===== src/rtl/if_stage_if.sv =====
// if_stage_if: instruction-memory bus plus the IF/ID pipeline register outputs.
//   master : fetch stage side, which drives imem_addr and if_id_*; reads imem_data
//   slave  : memory/decode side, which drives imem_data; reads everything else
interface if_stage_if;
  logic [63:0] imem_addr;
  logic [31:0] imem_data;
  logic [63:0] if_id_pc;
  logic [31:0] if_id_instr;
  logic        if_id_valid;

  modport master (
    output imem_addr, if_id_pc, if_id_instr, if_id_valid,
    input  imem_data
  );
  modport slave (
    input  imem_addr, if_id_pc, if_id_instr, if_id_valid,
    output imem_data
  );
endinterface


===== src/rtl/if_stage.sv =====
// if_stage: instruction fetch for the 5-stage RV64 pipeline.
// Owns the PC, presents it on the imem bus, and registers the fetched word into IF/ID.
// Per-edge priority: reset > redirect > stall > normal fetch.
//   clk, reset        : clock; synchronous active-low reset
//   stall             : hold PC and IF/ID
//   branch_taken/target : redirect the PC and flush IF/ID with a NOP bubble
//   bus (master)      : imem_addr/imem_data and the IF/ID outputs
//   fetch_fault       : sticky flag for a misaligned redirect target
//   *_count           : saturating fetch/stall/flush cycle counters
module if_stage #(
  parameter logic [63:0] RESET_PC  = 64'h0,
  parameter int          CNT_W     = 32,
  parameter logic [31:0] NOP_INSTR = 32'h0000_0013
) (
  input  logic             clk,
  input  logic             reset,
  input  logic             stall,
  input  logic             branch_taken,
  input  logic [63:0]      branch_target,
  if_stage_if.master       bus,
  output logic             fetch_fault,
  output logic [CNT_W-1:0] fetch_count,
  output logic [CNT_W-1:0] stall_count,
  output logic [CNT_W-1:0] flush_count
);
  typedef struct packed {
    logic [63:0] pc;
    logic [31:0] instr;
    logic        valid;
  } if_id_t;

  localparam logic [CNT_W-1:0] CNT_MAX = {CNT_W{1'b1}};

  function automatic logic [CNT_W-1:0] sat_inc(input logic [CNT_W-1:0] c);
    return (c == CNT_MAX) ? c : c + 1'b1;
  endfunction

  logic [63:0]      pc_q, pc_d;
  if_id_t           if_id_q, if_id_d;
  logic             fault_q, fault_d;
  logic [CNT_W-1:0] fetch_cnt_q, fetch_cnt_d;
  logic [CNT_W-1:0] stall_cnt_q, stall_cnt_d;
  logic [CNT_W-1:0] flush_cnt_q, flush_cnt_d;

  always_comb begin
    pc_d        = pc_q;
    if_id_d     = if_id_q;
    fault_d     = fault_q;
    fetch_cnt_d = fetch_cnt_q;
    stall_cnt_d = stall_cnt_q;
    flush_cnt_d = flush_cnt_q;
    if (branch_taken) begin
      // Low bits are dropped so the PC stays word aligned; misalignment is only flagged.
      pc_d        = {branch_target[63:2], 2'b00};
      if_id_d     = '{pc: 64'h0, instr: NOP_INSTR, valid: 1'b0};
      fault_d     = fault_q | (branch_target[1:0] != 2'b00);
      flush_cnt_d = sat_inc(flush_cnt_q);
    end else if (stall) begin
      stall_cnt_d = sat_inc(stall_cnt_q);
    end else begin
      if_id_d     = '{pc: pc_q, instr: bus.imem_data, valid: 1'b1};
      pc_d        = pc_q + 64'd4;  // wraps modulo 2^64
      fetch_cnt_d = sat_inc(fetch_cnt_q);
    end
  end

  always_ff @(posedge clk) begin
    if (!reset) begin
      pc_q        <= RESET_PC;
      if_id_q     <= '{pc: 64'h0, instr: NOP_INSTR, valid: 1'b0};
      fault_q     <= 1'b0;
      fetch_cnt_q <= '0;
      stall_cnt_q <= '0;
      flush_cnt_q <= '0;
    end else begin
      pc_q        <= pc_d;
      if_id_q     <= if_id_d;
      fault_q     <= fault_d;
      fetch_cnt_q <= fetch_cnt_d;
      stall_cnt_q <= stall_cnt_d;
      flush_cnt_q <= flush_cnt_d;
    end
  end

  assign bus.imem_addr   = pc_q;
  assign bus.if_id_pc    = if_id_q.pc;
  assign bus.if_id_instr = if_id_q.instr;
  assign bus.if_id_valid = if_id_q.valid;
  assign fetch_fault     = fault_q;
  assign fetch_count     = fetch_cnt_q;
  assign stall_count     = stall_cnt_q;
  assign flush_count     = flush_cnt_q;
endmodule


===== src/flat_wrapper.sv =====
// flat-port wrapper written by rule: the top's interface ports become plain ports
module if_stage_flat 
#(
  parameter logic [63:0] RESET_PC  = 64'h0,
  parameter int          CNT_W     = 32,
  parameter logic [31:0] NOP_INSTR = 32'h0000_0013
)
  (clk, reset, stall, branch_taken, branch_target, fetch_fault, fetch_count, stall_count, flush_count, bus_imem_addr, bus_if_id_pc, bus_if_id_instr, bus_if_id_valid, bus_imem_data);
  if_stage_if bus_i ();
  input  logic clk;
  input  logic reset;
  input  logic stall;
  input  logic branch_taken;
  input  logic [63:0] branch_target;
  output logic fetch_fault;
  output logic [CNT_W-1:0] fetch_count;
  output logic [CNT_W-1:0] stall_count;
  output logic [CNT_W-1:0] flush_count;
  output wire logic [$bits(bus_i.imem_addr)-1:0] bus_imem_addr;
  output wire logic [$bits(bus_i.if_id_pc)-1:0] bus_if_id_pc;
  output wire logic [$bits(bus_i.if_id_instr)-1:0] bus_if_id_instr;
  output wire logic [$bits(bus_i.if_id_valid)-1:0] bus_if_id_valid;
  input wire logic [$bits(bus_i.imem_data)-1:0] bus_imem_data;
  assign bus_imem_addr = bus_i.imem_addr;
  assign bus_if_id_pc = bus_i.if_id_pc;
  assign bus_if_id_instr = bus_i.if_id_instr;
  assign bus_if_id_valid = bus_i.if_id_valid;
  assign bus_i.imem_data = bus_imem_data;
  if_stage #(.RESET_PC(RESET_PC), .CNT_W(CNT_W), .NOP_INSTR(NOP_INSTR)) u_core (.clk(clk), .reset(reset), .stall(stall), .branch_taken(branch_taken), .branch_target(branch_target), .bus(bus_i), .fetch_fault(fetch_fault), .fetch_count(fetch_count), .stall_count(stall_count), .flush_count(flush_count));
endmodule

===== config.mk =====
export PLATFORM = sky130hd
export DESIGN_NAME = if_stage_flat
export DESIGN_NICKNAME = d
export VERILOG_FILES = /design/src/rtl/if_stage_if.sv /design/src/rtl/if_stage.sv /design/src/flat_wrapper.sv
export SDC_FILE = /design/constraint.sdc
export NUM_CORES = 1
export LEC_CHECK = 0
export ABC_AREA = 1
export ABC_CLOCK_PERIOD_IN_PS = 2350
export CORE_MARGIN = 3
export CORE_UTILIZATION = 25
export CTS_CLUSTER_DIAMETER = 100
export DETAILED_ROUTE_END_ITERATION = 10
export PLACE_DENSITY = 0.55
export SYNTH_ARGS = -nofsm -noshare
export SYNTH_HDL_FRONTEND = slang
export SYNTH_SLANG_ARGS = --single-unit

===== constraint.sdc =====
create_clock -name clk -period 2.35 [get_ports clk]
set_clock_uncertainty 0.15 [all_clocks]
set_input_delay 0.47 -clock clk [delete_from_list [all_inputs] [get_ports clk]]
set_output_delay 0.47 -clock clk [all_outputs]
set_load 0.01 [all_outputs]

==> impl_metrics.yaml <==
status:
  status: "finished, final reports clean"
place:
  dp_cells: 3335
  portBuffers: 353
  dp_slack_ps: 101
  place_congestion: 0.928
  place_area_sq_um: 18800
  dpl.hpwl_um: 46300
cells_and_area:
  utilization_pct: 36.1
  layout-drive-gt1-share_pct: 7.92
  area_delta_synth_final_pct: 42.5
  nNetsFinal: 2728
  stdcell_area_sq_um: 20000
  fillers: 5996
  finalNonFillerCells: 3402
floorplanning:
  die_w_um: 243
  die-area_sq_um: 58900
  die_h_um: 243
  start_util_pct: 25.3
  io_pins: 358
  core-area_sq_um: 55300
  rows: 86
global_route:
  grt_pass1_vias: 15300
  grt.total_usage_pct: 19.9
  grt_max_degree: 150
  grt_pass1_wl_um: 92300
  overflow: 0
  antenna_found_initial: 7
min_path:
  hold_class: "primary input to flip-flop"
  hold_path_depth: 4
clock_tree:
  clk_pin_slew_ps: 60
  clockBufferDepth: 3
  numCtsBuffers: 35
  post_cts_buffers: 0
  root_buffer: "clkbuf_16"
  numClockSinks: 254
  h-tree-depth: 2
  cts_tree: "built"
  clk_latency_ps: 540
yosys:
  synth_edf_count: 0
  yosysMostFrequentCell: "nand2_1"
  synth_area_leaders: "dfxtp_1 (36%), nand2_1 (20%), nor2_1 (7.0%)"
  ys_seq_elements: 254
  synth_common_cells: "nand2_1 (749), nor2_1 (263), dfxtp_1 (254)"
  async_flop_share_pct: 0
  ys_seq_area_share_pct: 36.3
  synth_top_area_share_pct: 36.3
  synth_area_leader_cell: "dfxtp_1"
  synthCells: 2238
  synth_ff_type: "dfxtp_1"
  synth_warnings: 0
  synth_cell_type_count: 34
  syn_area_sq_um: 14000
  syn_avg_cell_area_sq_um: 6.26
drt:
  first_iter_violations: 902
  drtAntennaViolNets: 0
  viasPerCell: 4.67
  first_pass_iters: 5
  drc: 0
  wl_um: 60200
  avgRoutedWirePerCell_um: 17.7
  vias: 15900
timing:
  final_hold_viol_count: 0
  rsz0062_at_grt: "yes"
  holdWs_ps: 218
  fin_setup_tns_ps: 0
  fin_ws_ps: 67.3
  finalCritPeriodShare_pct: 97.1
  max_slew.worst_pin.slew_ps: 756
  drv_slew: 0
  setup_violations: 0
  slew_headroom_pct: 49.6
  min_period_ps: 2280
  maxClockFrequency_ghz: 0.438
critical_path:
  worstSetupPathType: "flip-flop to primary output"
  cp_max_fo: 3
  critPathTopFamily: "buffers and inverters"
  cp_cell_sequence: "buf_4, clkdlybuf4s50_1"
  cpPeakStageDelay_ps: 570
  crit_arrival_ps: 1660
  worstRegToRegCells: 8
  cp.depth: 2
  critPathBufInv: 2
  endpoint_kind: "primary output"
  required_ps: 1730
  critPathLaunchType: "flip-flop"
  slowest_stage: "clkdlybuf4s50_1"
pwr:
  power_density_nw_per_um2: 556
  ir_drop_v: 0.000427
  leakagePower_nw: 7.12
  totalPowerFinal_mw: 11.1
job:
  maxCapViolCount: 0
[worst paths after layout]
path,start,endpoint,slack (ps)
max,u_core.bus.imem_addr[17]$_SDFFE_PN0P_,bus_imem_addr[17],70
min,stall,u_core.bus.imem_addr[8]$_SDFFE_PN0P_,220
max reg2reg,u_core.bus.imem_addr[14]$_SDFFE_PN0P_,u_core.bus.imem_addr[55]$_SDFFE_PN0P_,140
min reg2reg,u_core.fetch_fault$_SDFFE_PN0P_,u_core.fetch_fault$_SDFFE_PN0P_,310
[state kept, by name, summed over array words and instances, names as in the netlist]
signal and flops:
u_core.fetch_fault 1, u_core.flush_count 32, u_core.bus.imem_addr 62, u_core.bus.if_id_pc 62, u_core.bus.if_id_valid 1, u_core.stall_count 32, u_core.bus.if_id_instr 32, u_core.fetch_count 32
[report_power, final]
| group | internal (mW) | switching [mW] |
|---|---|---|
| sequential | 4.44 | 0.129 |
| combinational | 0.556 | 0.669 |
| clock | 3.20 | 2.12 |
| total | 8.19 | 2.92 |
[cells in the final DEF, fill, tap and decap left out, types with 2 or more instances in the layout]
cell               n
ha_1               4
inv_2              5
xor2_1            50
a211oi_1           8
clkbuf_1          12
o21ai_0          122
a31oi_1           11
nor2_2            11
clkbuf_8           6
diode_2            4
dlygate4sd2_1      3
nand2_4            3
buf_4             72
clkinv_2           3
dfxtp_1          253
nand2_1          746
clkdlybuf4s50_1  347
conb_1             4
nor2_4             7
nand2_2           24
nor3_1            35
o21ai_1            3
a21oi_1          196
clkinvlp_4         3
inv_1            207
nand4_1           21
buf_2              2
clkbuf_16         37
nand3_1          123
nor2_1           259
xnor2_1            9
inv_4              3
buf_12             9
a21oi_2           20
and2_1             2
nand3b_1          22
[kinds of logic after synthesis]
| logic type | Yosys count | share of synthesized area (%) |
|---|---|---|
| fa+ha+maj | 4 | 0.357 |
| flops | 254 | 36.3 |
| compound gates | 362 | 13.8 |
| simple gates | 1255 | 37.2 |
| buf+inv | 303 | 8.71 |
| other cells | 1 | 0.0268 |
| xor+xnor | 59 | 3.69 |
[worst reg2reg max path, stage by stage (launching register included)]
cell and delay [ps]:
dfxtp_1 480, nand2_1 140, nor2_2 200, nand2_1 70
nor2_1 270, nand2_1 330, o21ai_0 260, nand3_1 90
a21oi_1 130
[what timing repair did]
action | 4_1_cts | 5_1_grt
cloned | 0 | 0
setup endpoints to repair | 3 | 26
hold buffers | 0 | 0
gates resized for setup | 3 | 9
[layout make-up]
| type | count | area [sq um] | share of cell area [%] |
|---|---|---|---|
| tap | 748 | 936 | 4.69 |
| clock buffer | 55 | 1050 | 5.28 |
| antenna | 4 | 10.0 | 0.0501 |
| clock inverter | 8 | 78.8 | 0.395 |
| inverter | 215 | 815 | 4.08 |
| multi-input combinational | 1684 | 7740 | 38.8 |
| sequential | 254 | 5090 | 25.5 |
| timing repair buffer | 434 | 4240 | 21.3 |
[layer usage]
layer  share of wire (%)  track usage [%]  vias to the layer above
met5               0.085                0                        -
met4                 3.1             7.17                        8
met3                 6.5             4.14                       92
met2                  45             32.0                      479
met1                  45             26.3                     7390
li1                    -                -                     7911
No activity file was read; power rests on OpenSTA's default activity.
